File: src/rtl/sc_mem_access_ctrl.sv
// Main-memory access controller: one RAM read or write per request with WAIT_STATES wait cycles.
// Optional access counter output enabled by defining MEMCTRL_ACCESS_COUNT_EN.
module sc_mem_access_ctrl #(
  parameter int unsigned DATAWIDTH_BUS = 32,
  parameter int unsigned ADDRWIDTH_MEM = 10,
  parameter int unsigned WAIT_STATES   = 1
) (
  input  logic                     MEMCTRL_CLOCK_50,
  input  logic                     MEMCTRL_ResetInLow_In,
  input  logic [DATAWIDTH_BUS-1:0] MEMCTRL_Address_InBus,
  input  logic [DATAWIDTH_BUS-1:0] MEMCTRL_WriteData_InBus,
  input  logic                     MEMCTRL_Read_In,
  input  logic                     MEMCTRL_Write_In,
  output logic [DATAWIDTH_BUS-1:0] MEMCTRL_MemoryData_OutBus,
  output logic                     MEMCTRL_Ready_Out,
  output logic                     MEMCTRL_Fault_Out,
  output logic                     MEMCTRL_Busy_Out,
  output logic [ADDRWIDTH_MEM-1:0] MEMCTRL_MemAddr_OutBus,
  output logic [DATAWIDTH_BUS-1:0] MEMCTRL_MemWrData_OutBus,
  output logic                     MEMCTRL_MemWrEn_Out,
  output logic                     MEMCTRL_MemRdEn_Out,
`ifdef MEMCTRL_ACCESS_COUNT_EN
  output logic [15:0]              MEMCTRL_AccessCount_OutBus,
`endif
  input  logic [DATAWIDTH_BUS-1:0] MEMCTRL_MemRdData_InBus
);

  typedef enum logic [1:0] {
    S_IDLE,
    S_ACCESS,
    S_DONE,
    S_RELEASE
  } state_e;

  localparam logic [3:0] WaitLoad = 4'(WAIT_STATES);

  state_e                   state_q, state_d;
  logic [3:0]               cnt_q, cnt_d;
  logic                     is_wr_q, is_wr_d;
  logic [ADDRWIDTH_MEM-1:0] waddr_q, waddr_d;
  logic [DATAWIDTH_BUS-1:0] wdata_q, wdata_d;
  logic [DATAWIDTH_BUS-1:0] rdata_q, rdata_d;
  logic                     ready_q, ready_d;
  logic                     fault_q, fault_d;
  logic                     busy_q, busy_d;
  logic                     wren_q, wren_d;
  logic                     rden_q, rden_d;

  logic req;
  logic addr_bad;

  assign req      = MEMCTRL_Read_In | MEMCTRL_Write_In;
  // Misaligned or beyond the RAM's byte range
  assign addr_bad = (|MEMCTRL_Address_InBus[1:0]) ||
                    ((MEMCTRL_Address_InBus >> (ADDRWIDTH_MEM + 2)) != '0);

  always_ff @(posedge MEMCTRL_CLOCK_50 or negedge MEMCTRL_ResetInLow_In) begin
    if (!MEMCTRL_ResetInLow_In) begin
      state_q <= S_IDLE;
    end else begin
      state_q <= state_d;
    end
  end

  always_comb begin
    state_d = state_q;
    case (state_q)
      S_IDLE:    if (req) state_d = addr_bad ? S_DONE : S_ACCESS;
      S_ACCESS:  if (cnt_q == '0) state_d = S_DONE;
      S_DONE:    state_d = S_RELEASE;
      S_RELEASE: if (!req) state_d = S_IDLE;
      default:   state_d = S_IDLE;
    endcase
  end

  always_comb begin
    cnt_d   = cnt_q;
    is_wr_d = is_wr_q;
    waddr_d = waddr_q;
    wdata_d = wdata_q;
    rdata_d = rdata_q;
    fault_d = 1'b0;
    wren_d  = 1'b0;
    rden_d  = 1'b0;
    case (state_q)
      S_IDLE: begin
        if (req) begin
          if (addr_bad) begin
            fault_d = 1'b1;
          end else begin
            waddr_d = MEMCTRL_Address_InBus[ADDRWIDTH_MEM+1:2];
            wdata_d = MEMCTRL_WriteData_InBus;
            is_wr_d = MEMCTRL_Write_In;
            cnt_d   = WaitLoad;
            wren_d  = MEMCTRL_Write_In;
            rden_d  = !MEMCTRL_Write_In;
          end
        end
      end
      S_ACCESS: begin
        if (cnt_q == '0) begin
          if (!is_wr_q) rdata_d = MEMCTRL_MemRdData_InBus;
        end else begin
          cnt_d = cnt_q - 4'd1;
        end
      end
      default: ;
    endcase
    ready_d = (state_d == S_DONE);
    busy_d  = (state_d != S_IDLE);
  end

  always_ff @(posedge MEMCTRL_CLOCK_50 or negedge MEMCTRL_ResetInLow_In) begin
    if (!MEMCTRL_ResetInLow_In) begin
      cnt_q   <= '0;
      is_wr_q <= 1'b0;
      waddr_q <= '0;
      wdata_q <= '0;
      rdata_q <= '0;
      ready_q <= 1'b0;
      fault_q <= 1'b0;
      busy_q  <= 1'b0;
      wren_q  <= 1'b0;
      rden_q  <= 1'b0;
    end else begin
      cnt_q   <= cnt_d;
      is_wr_q <= is_wr_d;
      waddr_q <= waddr_d;
      wdata_q <= wdata_d;
      rdata_q <= rdata_d;
      ready_q <= ready_d;
      fault_q <= fault_d;
      busy_q  <= busy_d;
      wren_q  <= wren_d;
      rden_q  <= rden_d;
    end
  end

  assign MEMCTRL_MemoryData_OutBus = rdata_q;
  assign MEMCTRL_Ready_Out         = ready_q;
  assign MEMCTRL_Fault_Out         = fault_q;
  assign MEMCTRL_Busy_Out          = busy_q;
  assign MEMCTRL_MemAddr_OutBus    = waddr_q;
  assign MEMCTRL_MemWrData_OutBus  = wdata_q;
  assign MEMCTRL_MemWrEn_Out       = wren_q;
  assign MEMCTRL_MemRdEn_Out       = rden_q;

`ifdef MEMCTRL_ACCESS_COUNT_EN
  logic [15:0] acc_cnt_q;

  // Counts in the DONE cycle of successful accesses only
  always_ff @(posedge MEMCTRL_CLOCK_50 or negedge MEMCTRL_ResetInLow_In) begin
    if (!MEMCTRL_ResetInLow_In) begin
      acc_cnt_q <= '0;
    end else if (ready_q && !fault_q && (acc_cnt_q != 16'hFFFF)) begin
      acc_cnt_q <= acc_cnt_q + 16'd1;
    end
  end

  assign MEMCTRL_AccessCount_OutBus = acc_cnt_q;
`endif

endmodule

File: config.mk
export PLATFORM = sky130hd
export DESIGN_NAME = sc_mem_access_ctrl
export DESIGN_NICKNAME = d
export VERILOG_FILES = /design/src/rtl/sc_mem_access_ctrl.sv
export SDC_FILE = /design/constraint.sdc
export NUM_CORES = 1
export LEC_CHECK = 0
export CORE_AREA = 2 2 92 94
export CTS_BUF_LIST = sky130_fd_sc_hd__clkbuf_8
export CTS_CLUSTER_SIZE = 30
export DETAILED_ROUTE_END_ITERATION = 10
export DIE_AREA = 0 0 94 96
export HOLD_SLACK_MARGIN = 0.15
export PLACE_DENSITY = 0.95
export SLEW_MARGIN = 5
export SYNTH_ARGS = -nofsm -noshare
export SYNTH_HDL_FRONTEND = slang
export SYNTH_SLANG_ARGS = --single-unit
File: constraint.sdc
create_clock -name MEMCTRL_CLOCK_50 -period 3.34 [get_ports MEMCTRL_CLOCK_50]
set_input_delay 0.668 -clock MEMCTRL_CLOCK_50 [delete_from_list [all_inputs] [get_ports MEMCTRL_CLOCK_50]]
set_output_delay 0.668 -clock MEMCTRL_CLOCK_50 [all_outputs]
set_load 0.05 [all_outputs]
-- Word-level counts from Yosys, hierarchy flattened
Index checks and enable logic that the tools add are counted.
- add/subtract/negate cells: 1
- multipliers: 0
- div/mod/pow operators: 0
- magnitude comparators: 0
- equality and inequality tests: 7
- shift-type cells: 0
- muxes and demuxes: 18
- bitwise operators: 3
- reductions and logical operators: 11
- operators by type and width (operator ; count):
    32-bit nonzero test ; 1
    4-bit 2-to-1 mux ; 3
    1-bit 2-to-1 mux ; 9
    2-bit 2-to-1 mux ; 4
    2-bit case mux with 4 select lines ; 1
    4-bit case mux with 2 select lines ; 1
    2-bit == test, second input constant ; 3
    2-bit != test, second input constant ; 3
    3-bit AND reduction ; 2
    4-bit logical NOT ; 1
    4-bit AND reduction ; 1
    2-bit nonzero test ; 2
    4-bit by 1-bit subtractor with 4-bit output, second input constant ; 1
    2-bit by 1-bit == test with 1-bit output, second input constant ; 1
    2-bit logical NOT ; 1
    1-bit NOT ; 2
    2-bit OR reduction ; 1
    1-bit logical NOT ; 1
    1-bit logical OR ; 1
    1-bit OR ; 1
- register bits: 86
- bits in latches: 0
- memory bits (writable): 0
- bits in read-only memories: 0
- input port bits: 100
- output and inout bits: 79
- logic and storage cells: 51
- memories kept: 0

-- Longest topological paths before layout
Gate-level depths: netlist (run 1).
- depth after elaboration: 6
- gate-level depth with buffers: 7
- depth with buffers taken out: 6

-- Least setup slack after synthesis (run 1)
No wires, ideal clock.
- path kind: input to register
- from: in MEMCTRL_Address_InBus[22]
- to: reg waddr_q[0] (netlist: MEMCTRL_MemAddr_OutBus[0])
- data arrival time: 2.101 ns
- data required time: 3.215 ns
- setup slack: 1.114 ns
- stages on the path: 5
- path buffers: 1
- cells stage by stage: nor4_1 > nand2_1 > nor3_4 > buf_6 > mux2_2
- cells in the longest elaborated chain, start to end: 4
- RTL lines (item ; line ; text):
    start, declared ; 10 ; input logic [DATAWIDTH_BUS-1:0] MEMCTRL_Address_InBus,
    32-bit nonzero test ; 55 ; ((MEMCTRL_Address_InBus >> (ADDRWIDTH_MEM + 2)) != '0);
    1-bit logical OR ; 54 ; assign addr_bad = (|MEMCTRL_Address_InBus[1:0]) ||
    1-bit NOT (no line) ; - ;
    3-bit AND reduction (no line) ; - ;
    end signal, assigned ; 128 ; waddr_q <= waddr_d;
    end, declared ; 40 ; logic [ADDRWIDTH_MEM-1:0] waddr_q, waddr_d;
No other way between the ends.
A chain may end at the register's enable or synchronous reset.

-- Worst setup path in the final report (run 1)
- from: in MEMCTRL_Address_InBus[28]
- to: reg waddr_q[0] (netlist: MEMCTRL_MemAddr_OutBus[0])
The elaborated chain is that of the path after synthesis.

==> results of run 1 <==
==> placed cells by master, fill, tap and decap left out, types with 5 or more instances in the layout <==
cell,count
nor2_1,7
clkdlybuf4s50_1,177
o21ai_0,5
clkbuf_8,9
mux2_2,71
dfrtp_1,86
nor4_1,5
nand2_1,10
==> power groups by stage <==
| stage | logic [uW] | clock network (uW) | registers, uW |
|---|---|---|---|
| 6_report | 1470 | 747 | 1370 |
| 5_1_grt | 1540 | 819 | 1390 |
| 4_1_cts | 1480 | 769 | 1370 |
| 3_5_place_dp | 1480 | 0 | 1390 |
| 3_3_place_gp | 1450 | 0 | 1370 |
| 2_1_floorplan | 306 | 0 | 1990 |
==> layer usage <==
metal | up-vias | global-route usage (%) | wire length, um
met5 | - | 0 | 0
met2 | 118 | 32.6 | 4220
met4 | 0 | 6.64 | 65
met3 | 6 | 5.56 | 691
met1 | 1178 | 20.1 | 2940
li1 | 1151 | - | -
==> worst max path at each step <==
stage | from | end | depth (start not counted)
after floorplan | MEMCTRL_Address_InBus[22] | MEMCTRL_MemAddr_OutBus[0] | 5
after global placement | MEMCTRL_Address_InBus[28] | MEMCTRL_MemAddr_OutBus[1] | 6
after detailed placement | MEMCTRL_Address_InBus[28] | MEMCTRL_MemAddr_OutBus[0] | 6
after CTS | MEMCTRL_Address_InBus[28] | MEMCTRL_MemAddr_OutBus[0] | 6
after global routing | MEMCTRL_Address_InBus[28] | MEMCTRL_MemWrData_OutBus[19] | 6
final | MEMCTRL_Address_InBus[28] | MEMCTRL_MemAddr_OutBus[0] | 6
==> cell families (layout without fill, tap and decap cells) <==
kind of cell	after synthesis	in the layout	share of synthesized area (%)
muxes	74	74	24.9
AOI/OAI and AO/OA	11	11	2.10
and+or+nand+nor	37	37	5.80
adders and majority gates	2	2	0.749
DFF	86	86	64.4
buffers and inverters	9	197	2.02
==> state kept, by name, indices dropped and copies added (netlist names) <==
name and cells:
MEMCTRL_MemWrData_OutBus 32, MEMCTRL_Fault_Out 1, MEMCTRL_MemRdEn_Out 1, MEMCTRL_MemoryData_OutBus 32, is_wr_q 1, MEMCTRL_MemAddr_OutBus 10
state_q 2, MEMCTRL_Busy_Out 1, MEMCTRL_MemWrEn_Out 1, MEMCTRL_Ready_Out 1, cnt_q 4
==> stage by stage <==
stage / area [um2] / setup WS [ps] / hold WS (ps)
3_3_place_gp: 5230 / 618 / 473
5_1_grt: 5430 / 792 / 511
2_1_floorplan: 3340 / 1110 / 372
4_1_cts: 5430 / 895 / 498
6_report: 5430 / 887 / 497
3_5_place_dp: 5230 / 525 / 478
==> area by class of cell <==
class / count / area (um2) / area share (%)
Tap cell: 105 / 131 / 2.42
Timing Repair Buffer: 181 / 1810 / 33.4
Inverter: 2 / 7.51 / 0.138
Clock inverter: 5 / 77.6 / 1.43
Multi-Input combinational cell: 124 / 1120 / 20.7
Clock buffer: 9 / 124 / 2.28
Sequential cell: 86 / 2150 / 39.6
==> out/metrics.yaml, run 1 <==
hold_path:
  min_from: "MEMCTRL_MemAddr_OutBus[4]"
  hold_path_depth: 1
  hp-class: "reg2reg"
  whs_endpoint: "MEMCTRL_MemAddr_OutBus[4]"
sta:
  relSlewSlack_pct: 31.5
  slew_viol_final: 0
  hold_violations: 0
  rsz0062_at_grt: "false"
  fin_worst_skew_ps: 9.77
  tns_ps: 0
  max_freq_mhz: 408
  period_minus_slack_ps: 2450
  setup_violations: 0
  worst_slew_pin_slew_ps: 1030
  finalCritPeriodShare_pct: 73.4
layout:
  fin_cells: 512
  insertedDiodeCount: 0
  num-nets-final: 506
  drive_gt1_share_pct: 22.6
  utilization_pct: 67.5
  syn2layout_area_growth_pct: 62.5
  nFillCells: 615
power_and_ir_drop:
  seqPwrFrac_pct: 38.2
  p_switching_uw: 1330
  p_leak_uw: 0.00241
  netSwitchingFraction_pct: 37.1
  power.density_mw_per_mm2: 659
  peakVddDrop_uv: 289
  p_clk_share_pct: 20.9
  combPwrFrac_pct: 41.0
  power_uw: 3580
  p_int_uw: 2250
setup_path:
  worst_setup_path_start_kind: "input port"
  critPathTopFamily: "simple AND/OR/NAND/NOR gates"
  slowest_delay_ps: 400
  r2r_slack_ps: 1230
  rr_endpoint: "MEMCTRL_MemoryData_OutBus[21]"
  cp_max_fo: 38
  cp_cell_sequence: "clkdlybuf4s50_1, nor4_1, nand4_1, nor3_4, buf_12, mux2_2"
  critical_path_buf_inv_count: 2
  worst_r2r_startpoint: "cnt_q[0]"
  worstPathRequired_ps: 3560
  r2r_cells: 7
  path_class: "in2reg"
  arrival_ps: 2680
  end_kind: "flip-flop"
  crit_slowest_cell: "clkdlybuf4s50_1"
floorplanning:
  design.core.area_mm2: 0.00805
  die_h_um: 96
  chipWidth_um: 94
  die_area_mm2: 0.00902
  start_util_pct: 41.5
  fp-row-count: 33
  io_pins: 179
yosys:
  netlist_top_cells_count: "dfrtp_1, mux2_2, nand2_1"
  syn_nets: 321
  synth-main-ff-cell: "dfrtp_1"
  ys_warn_count: 0
  netlist_area_mm2: 0.00334
  synth_edf_count: 0
  synth_largest_area_cell: "dfrtp_1"
  synth_area_leaders: "dfrtp_1, mux2_2, buf_6, nand2_1, mux2_1"
  syn_avg_cell_area_um2: 15.3
  yosys.cell_types.count: 24
  ys_seq_area_share_pct: 64.4
  syn_inst: 219
  yosysTopAreaCellShare_pct: 64.4
  synth.most_common_cell: "dfrtp_1"
  ys_seq_elements: 86
  async_flop_share_pct: 100
route:
  num_vias: 2453
  final_antenna_net_count: 0
  firstDrtPassIters: 4
  wire_per_inst_um: 15.5
  first_iter_violations: 40
  wirelength_um: 7920
  viasPerCell: 4.79
  drc: 0
grt:
  grt_pass1_vias: 2642
  grtUsageTotal_pct: 18.0
  grt_pass1_wl_um: 12500
  antenna_found_initial: 0
  grt-ovfl-total: 0
  grt_max_degree: 87
clock_tree:
  htreeDepth: 3
  root_buffer: "clkbuf_8"
  postCtsHoldBufs: 0
  cts_buffers: 9
  cts_buffer_depth: 2
  cts_resized: 0
  clkSlewWorstSetupHoldPaths_ps: 80
  clk_latency_ps: 340
  post_cts_buffers: 0
  cts_tree: "yes"
  cts_sinks: 86
place:
  portBuffers: 178
  place_inst: 498
  hpwl_um: 6150
  place_congestion: 0.722
job:
  drv_cap: 0
outcome:
  status: "finished clean"
No activity file was read; power rests on OpenSTA's default activity.
==> run 2, diff against run 1 <==
CORE_AREA = 2 2 95 97   (was 2 2 92 94)
DIE_AREA = 0 0 97 99   (was 0 0 94 96)
PLACE_DENSITY = 0.9   (was 0.95)
clock period = 2.4 ns   (was 3.34 ns; I/O delays follow)
==> out/metrics.yaml, run 2 (synthesized netlist as in run 1, its figures left out) <==
place:
  portBuffers: 178
  hpwl_um: 6150
  dpl-instance-area_mm2: 0.00529
  place_congestion: 0.811
  place_inst: 505
floorplanning:
  fp-row-count: 34
  die_h_um: 99
  die_area_mm2: 0.00960
  design.core.area_mm2: 0.00855
  start_util_pct: 39.1
  chipWidth_um: 97
  io_pins: 179
layout:
  nFillCells: 642
  syn2layout_area_growth_pct: 65.2
  fin_area_mm2: 0.00552
  drive_gt1_share_pct: 23.7
  layout_commonest_cell: "clkdlybuf4s50_1"
  insertedDiodeCount: 0
  layout_common_cells: "clkdlybuf4s50_1, dfrtp_1, mux2_2, nand2_1, clkbuf_8"
  utilization_pct: 64.6
  fin_cells: 522
  num-nets-final: 511
setup_path:
  rr_endpoint: "MEMCTRL_MemoryData_OutBus[7]"
  worstPathRequired_ps: 2630
  cp_cell_sequence: "clkdlybuf4s50_1, nor4_1, nand4_1, nor3_4, buf_12, mux2_2"
  cp_max_fo: 43
  worst_r2r_startpoint: "cnt_q[0]"
  r2r_cells: 7
  crit_slowest_cell: "clkdlybuf4s50_1"
  path_class: "in2reg"
  critPathTopFamily: "simple AND/OR/NAND/NOR gates"
  arrival_ps: 2420
  critical_path_buf_inv_count: 2
  worst_setup_path_start_kind: "input port"
  crit_start: "MEMCTRL_Address_InBus[1]"
  slowest_delay_ps: 430
  end_kind: "flip-flop"
  r2r_slack_ps: 400
clock_tree:
  cts_sinks: 86
  root_buffer: "clkbuf_8"
  htreeDepth: 3
  cts_buffer_depth: 2
  cts_tree: "yes"
  cts_buffers: 9
  clkSlewWorstSetupHoldPaths_ps: 80
  clk_latency_ps: 350
  post_cts_buffers: 0
grt:
  grt-ovfl-total: 0
  use_met3_pct: 7.16
  grt_max_degree: 48
  antenna_found_initial: 0
  use_met2_pct: 26.7
  grt_pass1_vias: 2658
  grtUsageTotal_pct: 17.2
  met1_usage_pct: 21.9
  grt_busiest_layer: "met2"
  grt_pass1_wl_um: 13200
power_and_ir_drop:
  power_uw: 5070
  peakVddDrop_uv: 354
  power.density_mw_per_mm2: 919
  p_leak_uw: 0.00245
sta:
  period_minus_slack_ps: 2190
  rsz0062_at_grt: "false"
  slew_viol_final: 0
  fin_worst_skew_ps: 9.95
  hold_violations: 0
  max_freq_mhz: 456
  relSlewSlack_pct: 63.6
  whs_ps: 488
  setup_violations: 0
  finalCritPeriodShare_pct: 91.3
  worst_slew_pin_slew_ps: 544
outcome:
  status: "finished clean"
hold_path:
  hp-class: "reg2reg"
  hold_path_depth: 1
  min_from: "MEMCTRL_MemAddr_OutBus[4]"
  whs_endpoint: "MEMCTRL_MemAddr_OutBus[4]"
route:
  num_vias: 2516
  first_iter_violations: 73
  wirelength_um: 8030
  final_antenna_net_count: 0
  drc: 0
  wire_per_inst_um: 15.4
  firstDrtPassIters: 4
  viasPerCell: 4.82
job:
  drv_cap: 0
[run 2: changes by cell type in the layout (fill, tap and decap cells not counted)]
| cell | before | now |
|---|---|---|
| clkinvlp_4 | 0 | 1 |
| inv_6 | 0 | 1 |
| clkinv_4 | 1 | 0 |
| clkbuf_8 | 9 | 10 |
| buf_12 | 1 | 3 |
| dlygate4sd3_1 | 0 | 1 |
| buf_4 | 3 | 5 |
[run 2: worst max-delay path by stage]
stage / cells past startpoint / endpoint / slack (ps)
final: 6 / MEMCTRL_MemWrData_OutBus[3] / 210
after global routing: 6 / MEMCTRL_MemWrData_OutBus[3] / 90
after CTS: 6 / MEMCTRL_MemWrData_OutBus[3] / 200
after detailed placement: 6 / MEMCTRL_MemWrData_OutBus[22] / -170
after global placement: 6 / MEMCTRL_MemWrData_OutBus[6] / -90
after floorplan: 5 / MEMCTRL_MemAddr_OutBus[0] / 360
[run 2: per-layer routing]
| metal | wire, um | part of all wire, % | vias up |
|---|---|---|---|
| li1 | - | - | 1160 |
| met1 | 3410 | 42 | 1211 |
| met2 | 3740 | 47 | 139 |
| met3 | 820 | 10 | 6 |
| met4 | 63 | 0.78 | 0 |
| met5 | 0 | 0 | - |
[run 2: layout make-up]
type,instances,area (um2),share of cell area (%)
Clock buffer,10,138,2.49
Multi-Input combinational cell,124,1120,20.4
Timing Repair Buffer,186,1880,34.0
Inverter,2,7.51,0.136
Tap cell,108,135,2.45
Sequential cell,86,2150,39.0
Clock inverter,6,85.1,1.54
[run 2: timing repair]
action | CTS | global route
hold endpoints to repair | 39 | 0
setup endpoints to repair | 0 | 0
hold buffers | 1 | 0
resized for setup | 0 | 0
[run 2: power by group]
group	internal [uW]	leakage [uW]	switching, uW
Sequential	1740	0.00114	164
Clock	613	0.000114	498
Combinational	838	0.00119	1220
[run 2: worst register-to-register path: stages, from the launching register on]
cell and delay (ps):
dfrtp_1 380, inv_1 120, ha_1 180, nor3b_1 290
nand2_1 170, nor2_2 160, buf_12 210, mux2_2 380
[run 2: metrics by stage]
step | setup TNS, ps | setup slack (ps)
2_1_floorplan | 0 | 362
3_3_place_gp | -3730 | -91.3
3_5_place_dp | -7060 | -174
4_1_cts | 0 | 197
5_1_grt | 0 | 88.1
6_report | 0 | 209
